## src/rtl/serial_xnor_comparator.sv

```systemverilog
// serial_xnor_comparator: compares two LSB-first serial bit streams over a
// WIDTH-bit word, counts bit mismatches (per-bit XNOR equality) and reports
// the word result with a one-cycle done pulse. All outputs are registered.
module serial_xnor_comparator #(
    parameter  int WIDTH = 8,
    localparam int CW    = $clog2(WIDTH + 1)
) (
    input  logic          clk,
    input  logic          rst_n,
    input  logic          start,
    input  logic          bit_valid,
    input  logic          a,
    input  logic          b,
    output logic          busy,
    output logic          done,
    output logic          equal,
    output logic [CW-1:0] mismatches
);

    localparam int IW = (WIDTH > 2) ? $clog2(WIDTH) : 1;
    localparam logic [IW-1:0] LAST_IDX = IW'(WIDTH - 1);

    typedef enum logic [1:0] {
        IDLE    = 2'd0,
        COMPARE = 2'd1,
        DONE    = 2'd2
    } state_t;

    state_t        state, next_state;
    logic [IW-1:0] bit_idx;
    logic [CW-1:0] cnt;
    logic [CW-1:0] cnt_next;
    logic          bit_eq;
    logic          take;
    logic          last_take;

    // Per-bit equality and the running count including the bit in flight.
    always_comb begin
        bit_eq    = ~(a ^ b);
        take      = (state == COMPARE) && bit_valid;
        last_take = take && (bit_idx == LAST_IDX);
        cnt_next  = cnt + CW'(take & ~bit_eq);
    end

    // Next-state logic: COMPARE ends on the edge that accepts the last bit;
    // DONE lasts one cycle and may chain straight into the next word.
    always_comb begin
        next_state = state;
        case (state)
            IDLE:    if (start) next_state = COMPARE;
            COMPARE: if (last_take) next_state = DONE;
            DONE:    next_state = start ? COMPARE : IDLE;
            default: next_state = IDLE;
        endcase
    end

    // State, datapath and registered outputs; reset discards any partial word.
    always_ff @(posedge clk) begin
        if (!rst_n) begin
            state      <= IDLE;
            bit_idx    <= '0;
            cnt        <= '0;
            busy       <= 1'b0;
            done       <= 1'b0;
            equal      <= 1'b0;
            mismatches <= '0;
        end else begin
            state <= next_state;
            busy  <= (next_state == COMPARE);
            done  <= (next_state == DONE);
            if ((state == IDLE || state == DONE) && start) begin
                bit_idx <= '0;
                cnt     <= '0;
            end else if (take) begin
                bit_idx <= bit_idx + IW'(1);
                cnt     <= cnt_next;
            end
            // Result registers change only when a word completes.
            if (last_take) begin
                mismatches <= cnt_next;
                equal      <= (cnt_next == '0);
            end
        end
    end

endmodule
```

## config.mk

```make
export PLATFORM = sky130hd
export DESIGN_NAME = serial_xnor_comparator
export DESIGN_NICKNAME = d
export VERILOG_FILES = /design/src/rtl/serial_xnor_comparator.sv
export SDC_FILE = /design/constraint.sdc
export NUM_CORES = 1
export LEC_CHECK = 0
export ABC_CLOCK_PERIOD_IN_PS = 1980
export CORE_MARGIN = 5
export CORE_UTILIZATION = 40
export DETAILED_ROUTE_END_ITERATION = 16
export PLACE_DENSITY = 0.72
export SLEW_MARGIN = 0
export SYNTH_ARGS = -nofsm -noshare
export SYNTH_HDL_FRONTEND = slang
export SYNTH_SLANG_ARGS = --single-unit
```

## constraint.sdc

```tcl
create_clock -name clk -period 1.98 [get_ports clk]
set_input_delay 0.297 -clock clk [delete_from_list [all_inputs] [get_ports clk]]
set_output_delay 0.297 -clock clk [all_outputs]
set_load 0.05 [all_outputs]
```

==> summary.txt <==
Avg Cell Area, Syn: 10.7 um^2
setup TNS: 0 ns
initial antenna violation count: 0
fmax: 0.579 GHz
grt met2 use: 0.144
Final setup viols: 0
Starting DRT DRC Count: 4
clock sinks: 16
detailed-route vias per instance: 5.02
status: finished clean
CTS tree: done
CP startpoint kind: input pin
crit path kind: in2reg
met1 Use GR: 0.123
hold slack: 0.514 ns
most frequent cells in the layout: dfxtp_1 (16), clkdlybuf4s50_1 (12), nor2_1 (8), mux2i_1 (6), buf_4 (5)
Final GP Congestion: 0.683
RSZ-0062 raised after global routing: no
Synth Cell Area: 673 um^2
Max Root-Sink Buffers: 2
worst skew pair latency: 0.29 ns
first-pass GRT wire length: 1.90 mm
die area: 0.00260 mm^2
ant diodes: 0
leak pwr: 0.000391 uW
Distinct cells, synth: 24
Avg WL per Cell: 11.6 um
Max-Slew Margin vs Limit: 0.668
Initial Util: 0.432
DIE WIDTH: 51.0 um
grt peak-use layer: met2
met3 Track Usage GR: 0.0378
worst clock skew: 0.00837 ns
fill cell count: 122
CTS buffer count: 3
Worst VDD drop: 0.459 mV
vias in the first global route: 459
Ys Warns: 0
WP data arrival: 1.91 ns
GRT overflow: 0
share of layout cells above drive strength 1: 0.169
post-route ant nets: 0
DR vias: 497
Die H: 51.0 um
htree depth: 1
Min-Delay Path Class: reg2reg
Std-Cell Rows: 14
Synth Instances: 63
largest net degree at the start of global routing: 11
Syn Nets: 73
setup bufs post-CTS: 0
sequential element share of the synthesized area: 0.476
io pins: 13
Worst Tran Pin Value: 0.497 ns
Yosys reg bits: 16
hpwl dp: 858 um
DRC: 0
period utilization: 0.872
Worst Path Required: 2.16 ns
Syn-to-layout area delta: 30.1%
Resized Gates After CTS: 0
CP Capture Type: flop
Final Max Tran Viols: 0
DRT Wirelength: 1.15 mm
PortBufs: 12
commonest non-fill, non-tap cell in the layout: dfxtp_1
core area: 0.00156 mm^2
# hold bufs at CTS: 0
maxcap violations: 0
pwr dens: 676 mW/mm^2
Final min period: 1.73 ns
TritonRoute pass-1 iters: 2
clock root buffer: clkbuf_4
Tot GR Track Use: 0.0962
nets: 94
Clk pin slew, worst setup/hold paths: 0.10 ns
final count of hold timing violations: 0
crit-path max FO: 2
## layout make-up
cell class / instances / area, um^2 / area share
tap: 16 / 20.0 / 0.0229
multi-input combinational: 46 / 342 / 0.390
clock buffer: 4 / 36.3 / 0.0414
timing repair buffer: 17 / 158 / 0.180
sequential: 16 / 320 / 0.366
## through the flow
step	utilization	cells	instance area (um^2)	total power [uW]	setup WS, ns
floorplan	-	63	673	362	0.335
global placement	0.539	95	840	385	-0.0451
detailed placement	0.539	95	840	385	-0.0469
CTS	0.562	99	876	593	0.248
global route	0.562	99	876	615	0.106
finish	0.562	99	876	592	0.253
## synthesized netlist by cell type
| cell type | count | area [um^2] |
|---|---|---|
| dfxtp_1 | 16 | 320 |
| nor2_1 | 8 | 30.0 |
| mux2i_1 | 6 | 60.1 |
| ha_1 | 4 | 50.1 |
| xor2_1 | 4 | 35.0 |
| a21boi_1 | 2 | 15.0 |
| a21oi_1 | 2 | 10.0 |
| and2_2 | 2 | 15.0 |
| nand2_1 | 2 | 7.51 |
| nor2b_1 | 2 | 12.5 |
| o21ai_0 | 2 | 10.0 |
| a31o_2 | 1 | 8.76 |
| and2_1 | 1 | 6.26 |
| and4b_1 | 1 | 10.0 |
| buf_6 | 1 | 11.3 |
| mux2_2 | 1 | 11.3 |
| nand2b_1 | 1 | 6.26 |
| nand3_1 | 1 | 5.00 |
| nand3b_2 | 1 | 11.3 |
| nand4b_1 | 1 | 8.76 |
| nor3_1 | 1 | 5.00 |
| or3_1 | 1 | 6.26 |
| or3b_1 | 1 | 8.76 |
| xnor2_1 | 1 | 8.76 |
## flip-flops by register name, summed over array words and instances, names as in the netlist
register	cells
bit_idx	3
busy	1
cnt	4
done	1
equal	1
mismatches	4
state	2
## report_power, final
part	total (uW)	leakage, uW	internal [uW]	switching (uW)
Combinational	48.0	0.000240	24.4	23.6
Clock	215	0.0000210	112	103
Sequential	329	0.000129	326	3.19
## layer usage
metal	part of all wire	wire length, um	vias up
li1	-	-	257
met1	0.48	559	228
met2	0.45	516	10
met3	0.059	68	2
met4	0.0069	8	0
met5	0	0	-
## worst max-delay path, cell delays in order
cell and delay, ns:
clkdlybuf4s50_1 0.49, nand3b_2 0.10, nor2_1 0.11, ha_1 0.17, ha_1 0.18, xor2_1 0.23
nor3_1 0.08, a31o_2 0.24
## kinds of logic (layout without fill, tap and decap cells)
group                      Yosys count  count (layout)  share of synthesized area
AOI/OAI and AO/OA                    7               7                     0.0651
muxes                                7               7                      0.106
and+or+nand+nor                     23              23                      0.197
xor gates and xnor gates             5               5                     0.0651
buffers and inverters                1              21                     0.0167
DFF                                 16              16                      0.476
adders and majority gates            4               4                     0.0744
## worst paths after layout
kind	start	end	slack, ns	cells after the start
worst max-delay path	bit_valid	equal	0.25	8
worst max register to register	state[1]	equal	0.32	7
worst min register to register	bit_idx[1]	bit_idx[1]	0.51	2
worst min-delay path	bit_idx[1]	bit_idx[1]	0.51	2
Note: power is estimated with default switching activity, not from simulation.
